## src/rtl/tx_burst_ctrl.sv

```systemverilog
// Transmit burst shaper: frames modulator I/Q into bursts with linear ramps and a zero guard.
// Optional ramps are built only when TX_BURST_RAMP_EN is defined; otherwise bursts are pass-through.
module tx_burst_ctrl #(
  parameter int WIDTH            = 16,
  parameter int LEN_WIDTH        = 16,
  parameter int MAX_WINDOW_WIDTH = 8,
  parameter int RAMP_SHIFT       = 3
) (
  input  logic                        clk,
  input  logic                        rst,
  input  logic [LEN_WIDTH-1:0]        TX_BURST_LEN,
  input  logic [MAX_WINDOW_WIDTH-1:0] TX_GUARD,
  input  logic                        burst_start,
  input  logic                        sample_en,
  input  logic signed [WIDTH-1:0]     I_tdata,
  input  logic signed [WIDTH-1:0]     Q_tdata,
  input  logic                        in_tvalid,
  output logic                        in_tready,
  output logic signed [WIDTH-1:0]     I_out,
  output logic signed [WIDTH-1:0]     Q_out,
  output logic                        out_tvalid,
  output logic                        tx_busy,
  output logic                        tx_done,
  output logic                        tx_err,
  output logic                        underrun
);

  localparam logic [2:0] S_IDLE      = 3'd0;
  localparam logic [2:0] S_RAMP_UP   = 3'd1;
  localparam logic [2:0] S_ACTIVE    = 3'd2;
  localparam logic [2:0] S_RAMP_DOWN = 3'd3;
  localparam logic [2:0] S_GUARD     = 3'd4;

  localparam int PW = WIDTH + RAMP_SHIFT + 1;
  localparam logic [RAMP_SHIFT:0]  GAIN_FULL = {1'b1, {RAMP_SHIFT{1'b0}}};
  localparam logic [LEN_WIDTH-1:0] LEN_ONE   = 1;
  localparam logic [LEN_WIDTH-1:0] RAMP_N    = {{(LEN_WIDTH-RAMP_SHIFT-1){1'b0}}, GAIN_FULL};
`ifdef TX_BURST_RAMP_EN
  localparam logic [LEN_WIDTH-1:0] MIN_LEN   = RAMP_N << 1;
`else
  localparam logic [LEN_WIDTH-1:0] MIN_LEN   = LEN_ONE;
`endif

  logic [2:0]                  state_q, state_d;
  logic [LEN_WIDTH-1:0]        rem_q, rem_d;
  logic [LEN_WIDTH-1:0]        len_q, len_d;
  logic [MAX_WINDOW_WIDTH-1:0] guard_q, guard_d;
  logic signed [WIDTH-1:0]     i_out_q, i_out_d, q_out_q, q_out_d;
  logic                        out_tvalid_q;
  logic                        tx_done_q, tx_done_d;
  logic                        tx_err_q, tx_err_d;
  logic                        underrun_q, underrun_d;

  logic                        data_st;
  logic                        burst_end;
  logic [RAMP_SHIFT:0]         gain;
  logic signed [PW-1:0]        gain_s, i_prod, q_prod;
  logic signed [WIDTH-1:0]     i_shaped, q_shaped;

  assign data_st   = (state_q == S_RAMP_UP) || (state_q == S_ACTIVE) || (state_q == S_RAMP_DOWN);
  assign in_tready = sample_en && data_st;

  // rem_q counts down within a state, so ramp gains derive directly from it
  always_comb begin
    case (state_q)
      S_RAMP_UP:   gain = GAIN_FULL - rem_q[RAMP_SHIFT:0];
      S_RAMP_DOWN: gain = rem_q[RAMP_SHIFT:0];
      default:     gain = GAIN_FULL;
    endcase
    gain_s   = $signed(PW'(gain));
    i_prod   = PW'(I_tdata) * gain_s;
    q_prod   = PW'(Q_tdata) * gain_s;
    i_shaped = WIDTH'(i_prod >>> RAMP_SHIFT);
    q_shaped = WIDTH'(q_prod >>> RAMP_SHIFT);
  end

  always_comb begin
    state_d    = state_q;
    rem_d      = rem_q;
    len_d      = len_q;
    guard_d    = guard_q;
    i_out_d    = '0;
    q_out_d    = '0;
    tx_done_d  = 1'b0;
    tx_err_d   = 1'b0;
    underrun_d = 1'b0;
    burst_end  = 1'b0;

    if (sample_en && data_st) begin
      if (in_tvalid) begin
        i_out_d = i_shaped;
        q_out_d = q_shaped;
      end else begin
        underrun_d = 1'b1;
      end
    end

    case (state_q)
      S_IDLE: begin
        if (burst_start) begin
          if (TX_BURST_LEN >= MIN_LEN) begin
            len_d   = TX_BURST_LEN;
            guard_d = TX_GUARD;
`ifdef TX_BURST_RAMP_EN
            state_d = S_RAMP_UP;
            rem_d   = RAMP_N - LEN_ONE;
`else
            state_d = S_ACTIVE;
            rem_d   = TX_BURST_LEN - LEN_ONE;
`endif
          end else begin
            tx_err_d = 1'b1;
          end
        end
      end
      S_RAMP_UP: begin
        if (sample_en) begin
          rem_d = rem_q - LEN_ONE;
          if (rem_q == '0) begin
            if (len_q == MIN_LEN) begin
              state_d = S_RAMP_DOWN;
              rem_d   = RAMP_N - LEN_ONE;
            end else begin
              state_d = S_ACTIVE;
              rem_d   = len_q - MIN_LEN - LEN_ONE;
            end
          end
        end
      end
      S_ACTIVE: begin
        if (sample_en) begin
          rem_d = rem_q - LEN_ONE;
          if (rem_q == '0) begin
`ifdef TX_BURST_RAMP_EN
            state_d = S_RAMP_DOWN;
            rem_d   = RAMP_N - LEN_ONE;
`else
            burst_end = 1'b1;
`endif
          end
        end
      end
      S_RAMP_DOWN: begin
        if (sample_en) begin
          rem_d = rem_q - LEN_ONE;
          if (rem_q == '0) burst_end = 1'b1;
        end
      end
      S_GUARD: begin
        if (sample_en) begin
          rem_d = rem_q - LEN_ONE;
          if (rem_q == '0) begin
            state_d   = S_IDLE;
            tx_done_d = 1'b1;
          end
        end
      end
      default: state_d = S_IDLE;
    endcase

    // with no guard the burst's own last sample carries tx_done
    if (burst_end) begin
      if (guard_q != '0) begin
        state_d = S_GUARD;
        rem_d   = LEN_WIDTH'(guard_q) - LEN_ONE;
      end else begin
        state_d   = S_IDLE;
        tx_done_d = 1'b1;
      end
    end
  end

  always_ff @(posedge clk) begin
    if (rst) begin
      state_q      <= S_IDLE;
      rem_q        <= '0;
      len_q        <= '0;
      guard_q      <= '0;
      i_out_q      <= '0;
      q_out_q      <= '0;
      out_tvalid_q <= 1'b0;
      tx_done_q    <= 1'b0;
      tx_err_q     <= 1'b0;
      underrun_q   <= 1'b0;
    end else begin
      state_q      <= state_d;
      rem_q        <= rem_d;
      len_q        <= len_d;
      guard_q      <= guard_d;
      i_out_q      <= i_out_d;
      q_out_q      <= q_out_d;
      out_tvalid_q <= sample_en;
      tx_done_q    <= tx_done_d;
      tx_err_q     <= tx_err_d;
      underrun_q   <= underrun_d;
    end
  end

  assign I_out      = i_out_q;
  assign Q_out      = q_out_q;
  assign out_tvalid = out_tvalid_q;
  assign tx_busy    = (state_q != S_IDLE);
  assign tx_done    = tx_done_q;
  assign tx_err     = tx_err_q;
  assign underrun   = underrun_q;

endmodule

```

## config.mk

```make
export PLATFORM = sky130hd
export DESIGN_NAME = tx_burst_ctrl
export DESIGN_NICKNAME = d
export VERILOG_FILES = /design/src/rtl/tx_burst_ctrl.sv
export SDC_FILE = /design/constraint.sdc
export NUM_CORES = 1
export LEC_CHECK = 0
export CAP_MARGIN = 25
export CORE_MARGIN = 1
export CORE_UTILIZATION = 62
export DETAILED_ROUTE_END_ITERATION = 16
export GPL_ROUTABILITY_DRIVEN = 1
export HOLD_SLACK_MARGIN = 0.15
export PLACE_DENSITY = 0.88
export SLEW_MARGIN = 30
export SYNTH_ARGS = -nofsm -noshare
export SYNTH_HDL_FRONTEND = slang
export SYNTH_SLANG_ARGS = --single-unit
```

## constraint.sdc

```tcl
create_clock -name clk -period 15.44 [get_ports clk]
set_input_delay 3.088 -clock clk [delete_from_list [all_inputs] [get_ports clk]]
set_output_delay 3.088 -clock clk [all_outputs]
set_load 0.02 [all_outputs]
```

# After elaboration in Yosys (flattened, before gate mapping)
# Cells that the tools add are included.
dict set report classes {
  add_sub_neg 6
  n_mul 2
  magnitude_cmp 1
  eq_ne 12
  mux 28
  n_bitwise 4
  n_reduce_logical 14
}
# operator count
set op_table {}
lappend op_table {{16-bit 2-to-1 mux} 8}
lappend op_table {{16-bit by 1-bit subtractor with 16-bit output (second input constant)} 4}
lappend op_table {{16-bit one-hot mux with 3 select lines} 1}
lappend op_table {{16-bit by 5-bit multiplier with 19-bit output} 2}
lappend op_table {{3-bit 2-to-1 mux} 8}
lappend op_table {{16-bit by 1-bit equality test with 1-bit output (second input constant)} 1}
lappend op_table {{16-bit by 1-bit greater-or-equal comparator with 1-bit output (second input constant)} 1}
lappend op_table {{16-bit zero test} 1}
lappend op_table {{3-bit inequality test (second input constant)} 5}
lappend op_table {{3-bit one-hot mux with 4 select lines} 1}
lappend op_table {{1-bit 2-to-1 mux} 9}
lappend op_table {{3-bit OR reduction} 3}
lappend op_table {{8-bit by 1-bit subtractor with 9-bit output (second input constant)} 1}
lappend op_table {{4-bit one-hot mux with 2 select lines} 1}
lappend op_table {{8-bit nonzero test} 1}
lappend op_table {{7-bit AND reduction} 1}
lappend op_table {{3-bit by 2-bit equality test with 1-bit output (second input constant)} 2}
lappend op_table {{1-bit inverter} 4}
lappend op_table {{2-bit OR reduction} 2}
lappend op_table {{4-bit subtractor (first input constant)} 1}
lappend op_table {{3-bit by 1-bit equality test with 1-bit output (second input constant)} 1}
lappend op_table {{3-bit equality test (second input constant)} 1}
lappend op_table {{3-bit zero test} 1}
lappend op_table {{3-bit by 2-bit inequality test with 1-bit output (second input constant)} 1}
lappend op_table {{5 further kinds} 6}
dict set report word_totals {
  reg_bits 79
  elab_cells 77
}

# Depth between registers and ports, before layout
# Gate-level depths: netlist (run 1).
dict set report depth {
  ltp_word 8
  depth_mapped 20
  depth_no_buf 18
}

# Worst setup path before layout (run 1)
# OpenSTA, ideal clock, no wires.
dict set report synth_timing {
  path_type {input to output}
  start {input port sample_en}
  end {output port in_tready}
  t_arrival_ps 3479
  path_slack_ps 8873
  path_stages 3
  n_path_buf 0
  cell_sequence {nor2b_1 o21ai_0 inv_1}
}
dict set report synth_via {
  elab_chain_len 1
}
# element line
set synth_rtl {}
lappend synth_rtl {{start, declared} 14} ;# input logic sample_en,
lappend synth_rtl {{1-bit logical AND} 61} ;# assign in_tready = sample_en && data_st;
lappend synth_rtl {{end, declared} 18} ;# output logic in_tready,
# No other way between the ends.

# Worst setup path in the final report (run 1)
# Same ends and word-level chain as after synthesis.

==> results.json, run 1 <==
{
  "status": "finished clean",
  "critPathLaunchType": "primary input",
  "globalplace.congestion": 0.940,
  "hold_path_depth": 2,
  "end_kind": "output port",
  "path_clk_slew_ps": 60,
  "max_stage_delay_ps": 760,
  "synth_common_cells": "inv_1, and2_1, nor2_1, dfxtp_1, ha_1",
  "drt-initial-drc-count": 679,
  "grt_usage": 0.301,
  "clkPwrFrac": 0.363,
  "setup_viol": 0,
  "crit_path_cell_trace": "clkdlybuf4s50_1, nor2b_1, o21ai_0, inv_1, clkdlybuf4s50_1",
  "clockBufferDepth": 2,
  "whs_endpoint": "len_q[14]",
  "io_buffers": 98,
  "layout_min_cycle_time_ps": 7930,
  "worst_pin_slew_ps": 940,
  "maxCapViolCount": 0,
  "initial_core_util": 0.640,
  "maxSlewHeadroom": 0.370,
  "dieWidth_um": 116,
  "dpl.hpwl_um": 14400,
  "first_pass_iters": 5,
  "cp_common_cell": "clkdlybuf4s50_1",
  "max_freq_mhz": 126,
  "wl_per_cell_um": 15.4,
  "cts_setup_buffers": 0,
  "internal-power_w": 0.000412,
  "yosysUniqueCellTypes": 75,
  "p_switching_w": 0.000197,
  "met1Wirelength_um": 8510,
  "timing.rr.end": "I_out[15]",
  "area_growth_pct": 17.2,
  "rr_worst_depth": 19,
  "crit_family": "buffers and inverters",
  "min_from": "len_q[14]",
  "core_um2": 12700,
  "r2r_start": "rem_q[0]",
  "hold_viol": 0,
  "cp.required_ps": 12350,
  "nNetsFinal": 1247,
  "wl_um": 19000,
  "yosys_warnings": 0,
  "seqPwrFrac": 0.374,
  "grt_pass1_vias": 6776,
  "ys.flop_type": "dfxtp_1",
  "min_path_type": "reg -> reg",
  "cts_tree": "done",
  "tns_ps": 0,
  "syn_nets": 1164,
  "fill_cells": 916,
  "whs_ps": 495,
  "grt_pass1_wl_um": 31800,
  "die_height_um": 116,
  "synthCells": 972,
  "grt-ovfl-total": 0,
  "seq_area_frac_synth": 0.195,
  "route.met3.wl_um": 1130,
  "drive_gt1_frac": 0.0453,
  "synth.top_cell.area_share": 0.195,
  "antenna_found_initial": 0,
  "period_share": 0.514,
  "cp_slowest_cell": "clkdlybuf4s50_1",
  "synth-seq-cells": 79,
  "fp-row-count": 41,
  "vias_per_cell": 5.74,
  "async_flop_share": 0,
  "antenna_cells": 0,
  "skew_ps": 7.56,
  "yosysMostFrequentCell": "inv_1",
  "critPathBufInv": 3,
  "cts_resized": 0,
  "ctsHoldBuffers": 0,
  "dieArea_um2": 13500,
  "num_io_pins": 99,
  "synth_area_leaders": "dfxtp_1, fa_1, ha_1",
  "root_buffer": "clkbuf_16",
  "vdd_drop_max_uv": 54.2,
  "slew_viol_final": 0,
  "cp.arrival_ps": 4840,
  "power_density_nw_per_um2": 64.1,
  "cts_max_level": 3,
  "sw_frac_of_total": 0.323,
  "synth_top_area_cell": "dfxtp_1",
  "grt_start_max_net_pins": 42,
  "leakage_nw": 4.36,
  "synth_edf_count": 0,
  "syn_avg_cell_area_um2": 8.34,
  "clock_latency_ps": 350,
  "rsz0062_at_grt": "no",
  "dr_total_vias": 7074,
  "r2r_slack_ps": 10120,
  "wl_met2_um": 9000,
  "path_max_fanout": 13,
  "setup.worst_path.class": "in -> out",
  "highest-signal-layer": "met4",
  "antenna_left": 0,
  "cts-buffers-inserted": 9,
  "drc": 0,
  "combPwrFrac": 0.263,
  "syn_area_um2": 8100,
  "clock-sinks": 79
}
## cell families (layout without fill, tap and decap cells)
family	count (synthesis)	after routing	share of synthesized area
AND/OR/NAND/NOR	369	369	0.242
AO/OA/AOI/OAI	155	155	0.131
buffers and inverters	153	241	0.0753
adder cells (fa/ha/maj)	131	131	0.258
flip-flops	79	79	0.195
XOR/XNOR	62	62	0.0704
multiplexers	23	23	0.0284
## final cells by class
cell class | count | area, um2 | share of cell area
Multi-Input combinational cell | 740 | 5920 | 0.623
Sequential cell | 79 | 1580 | 0.167
Timing Repair Buffer | 104 | 1030 | 0.108
Inverter | 121 | 454 | 0.0478
Clock buffer | 10 | 229 | 0.0241
Tap cell | 172 | 215 | 0.0227
Clock inverter | 6 | 68.8 | 0.00725
## metrics by stage
stage	instances	cell area, um2	worst slack, ps	util	total power (W)
after floorplan	972	8100	8870	-	0.000338
after global placement	1216	9190	7540	0.725	0.000382
after detailed placement	1216	9190	7530	0.726	0.000387
after CTS	1232	9490	7530	0.749	0.000609
after global routing	1232	9490	7440	0.749	0.000637
final	1232	9490	7510	0.749	0.000609
## worst reg2reg max path, stage by stage, from the launching register on
cell and delay [ps]:
dfxtp_1 470, inv_1 100, ha_1 260, or3_1 330, a21oi_2 140, buf_4 300, and2_1 190, ha_1 260
fa_1 560, inv_1 60, fa_1 530, inv_1 40, ha_1 370, and3_1 210, a221o_1 310, a31o_2 240
o311ai_0 440, a21oi_1 140, xnor3_1 220, nor2_1 40
## sequential cells by signal, indices dropped and copies added, names as in the netlist
name / cells
I_out: 16
Q_out: 16
len_q: 16
rem_q: 16
guard_q: 8
state_q: 3
out_tvalid: 1
tx_done: 1
tx_err: 1
underrun: 1
## layer usage
layer | GRT usage | vias to the layer above
li1 | - | 3440
met4 | 0.108 | 0
met5 | 0 | -
met2 | 0.487 | 244
met1 | 0.403 | 3359
met3 | 0.0571 | 31
## power groups by stage
| stage | registers [W] | logic [W] | clock network, W |
|---|---|---|---|
| global placement | 0.000231 | 0.000151 | 0 |
| detailed placement | 0.000232 | 0.000155 | 0 |
| CTS | 0.000227 | 0.000157 | 0.000224 |
| global route | 0.000229 | 0.000176 | 0.000232 |
| floorplan | 0.000229 | 0.000109 | 0 |
| finish | 0.000228 | 0.000160 | 0.000221 |
## worst max path at each step
stage	startpoint	to	slack (ps)	depth (start not counted)
2_1_floorplan	sample_en	in_tready	8870	3
3_3_place_gp	sample_en	in_tready	7540	5
3_5_place_dp	sample_en	in_tready	7530	5
4_1_cts	sample_en	in_tready	7530	5
5_1_grt	sample_en	in_tready	7440	5
6_report	sample_en	in_tready	7510	5
## placed cells by master, fill, tap and decap left out, drive strengths merged, types with 5 or more instances in the layout
cell,count
nand2,61
o21a,7
nand4,5
nor2b,6
a31oi,7
ha,71
nor4,8
a21oi,42
xnor2,31
xor2,29
a221oi,6
inv,123
nand2b,7
o22ai,7
a211oi,18
nor2,92
fa,60
or3,17
and3,9
buf,6
o221ai,5
clkdlybuf4s50,98
nand3,14
dfxtp,79
and2,98
o21ai,29
or4,8
clkbuf,10
mux2i,23
nor3,30
a21o,12
(Power assumes the default switching activity.)
==> run 2: changes to the inputs <==
--- a/config.mk
+++ b/config.mk
@@ -7,11 +7,11 @@
 export LEC_CHECK = 0
 export CAP_MARGIN = 25
 export CORE_MARGIN = 1
-export CORE_UTILIZATION = 62
+export CORE_UTILIZATION = 58
 export DETAILED_ROUTE_END_ITERATION = 16
 export GPL_ROUTABILITY_DRIVEN = 1
 export HOLD_SLACK_MARGIN = 0.15
-export PLACE_DENSITY = 0.88
+export PLACE_DENSITY = 0.83
 export SLEW_MARGIN = 30
 export SYNTH_ARGS = -nofsm -noshare
 export SYNTH_HDL_FRONTEND = slang
==> constraint.sdc (replaced) <==
create_clock -name clk -period 8.09 [get_ports clk]
set_input_delay 1.618 -clock clk [delete_from_list [all_inputs] [get_ports clk]]
set_output_delay 1.618 -clock clk [all_outputs]
set_load 0.02 [all_outputs]
==> run 2 against run 1 <==
  * Via count down 1.3%
  * Critical path type is now in -> reg
  * Highest routed layer unchanged
  * Clock skew about the same
  * Count of clock-buffer cells in the layout unchanged
==> results.json, run 2 (synthesis results as in run 1) <==
{
  "layout_common_cells": "inv_1, and2_1, clkdlybuf4s50_1",
  "hold_viol": 0,
  "rr_worst_depth": 19,
  "min_from": "len_q[14]",
  "clock-sinks": 79,
  "dr_total_vias": 6984,
  "maxCapViolCount": 0,
  "grt_start_max_net_pins": 42,
  "cp.required_ps": 8320,
  "area_growth_pct": 17.2,
  "vias_per_cell": 5.66,
  "cp.arrival_ps": 5680,
  "r2r_slack_ps": 2770,
  "r2r_start": "rem_q[0]",
  "nNetsFinal": 1247,
  "grt_pass1_vias": 6775,
  "fp-row-count": 42,
  "grt-ovfl-total": 0,
  "cts_resized": 0,
  "hold_path_depth": 2,
  "antenna_left": 0,
  "cts-buffers-inserted": 9,
  "vdd_drop_max_uv": 115,
  "pre_cts_slack_ps": 2280,
  "first_pass_iters": 5,
  "power_density_nw_per_um2": 123,
  "clock_latency_ps": 350,
  "maxSlewHeadroom": 0.410,
  "setup.worst_path.class": "in -> reg",
  "grt_usage": 0.276,
  "dpl-instance-area_um2": 9200,
  "final_common_cell": "inv_1",
  "leakage_nw": 4.36,
  "drive_gt1_frac": 0.0425,
  "slew_viol_final": 0,
  "setup_slack_ps": 2640,
  "grt_pass1_wl_um": 31900,
  "path_clk_slew_ps": 60,
  "initial_core_util": 0.602,
  "setup_viol": 0,
  "layout_min_cycle_time_ps": 5450,
  "finish.instance_area_um2": 9500,
  "min_path_type": "reg -> reg",
  "timing.rr.end": "I_out[15]",
  "skew_ps": 7.15,
  "tns_ps": 0,
  "antenna_found_initial": 0,
  "cts_max_level": 3,
  "root_buffer": "clkbuf_16",
  "dieArea_um2": 14400,
  "critPathLaunchType": "primary input",
  "drt-initial-drc-count": 478,
  "whs_endpoint": "len_q[14]",
  "dpl.hpwl_um": 14500,
  "dieWidth_um": 120,
  "ctsHoldBuffers": 0,
  "status": "finished clean",
  "wl_per_cell_um": 15.4,
  "antenna_cells": 0,
  "end_kind": "register",
  "io_buffers": 98,
  "globalplace.congestion": 0.897,
  "num_io_pins": 99,
  "die_height_um": 120,
  "whs_ps": 496,
  "drc": 0,
  "clockBufferDepth": 2,
  "period_share": 0.674,
  "rsz0062_at_grt": "no",
  "wl_um": 19000,
  "cts_setup_buffers": 0,
  "cts_tree": "done",
  "core_um2": 13500,
  "max_freq_mhz": 183,
  "path_max_fanout": 6,
  "worst_pin_slew_ps": 881
}
## run 2: cell types whose count changed in the layout (fill, tap and decap cells not counted), sizes merged
cell and delta:
bufinv +1, clkinv -1, inv -2
## run 2: final cells by class
class                      instances  area [um2]
clock buffer                      10         229
clock inverter                     4        72.6
fill                            1062        3950
inverter                         121         454
multi-input combinational        740        5920
sequential                        79        1580
tap                              176         220
timing repair buffer             104        1030
## run 2: worst max-delay path, cell delays in order
cell             delay [ps]
clkdlybuf4s50_1         450
and2_1                  160
ha_1                    310
fa_1                    550
inv_1                    60
fa_1                    530
inv_1                    40
ha_1                    360
a21o_1                  210
a221o_1                 340
a31o_2                  240
o311ai_0                420
a21oi_1                 130
xnor3_1                 220
nor2_1                   40
## run 2: power breakdown
| part | switching (W) | leakage, nW | internal, W | total [W] |
|---|---|---|---|---|
| Combinational | 0.000165 | 3.57 | 0.000135 | 0.000300 |
| Sequential | 0.0000247 | 0.644 | 0.000410 | 0.000434 |
| Clock | 0.000164 | 0.144 | 0.000266 | 0.000431 |
| Total | 0.000354 | 4.36 | 0.000811 | 0.00117 |
## run 2: worst max path at each step
stage	start	end	slack [ps]
finish	I_tdata[7]	I_out[15]	2640
global route	I_tdata[7]	I_out[15]	2410
CTS	state_q[1]	I_out[15]	2550
detailed placement	I_tdata[7]	I_out[15]	2280
global placement	I_tdata[7]	I_out[15]	2350
floorplan	I_tdata[7]	I_out[15]	3010
## run 2: routing by layer
layer	up-vias	GRT usage	wire length (um)
li1	3435	-	-
met1	3356	0.365	8790
met2	172	0.462	9040
met3	21	0.0590	902
met4	0	0.0570	232
met5	-	0	0
## run 2: through the flow
| step | power, W | std cells | util |
|---|---|---|---|
| after floorplan | 0.000646 | 972 | - |
| after global placement | 0.000730 | 1220 | 0.684 |
| after detailed placement | 0.000736 | 1220 | 0.684 |
| after CTS | 0.00117 | 1234 | 0.706 |
| after global routing | 0.00122 | 1234 | 0.706 |
| final | 0.00117 | 1234 | 0.706 |
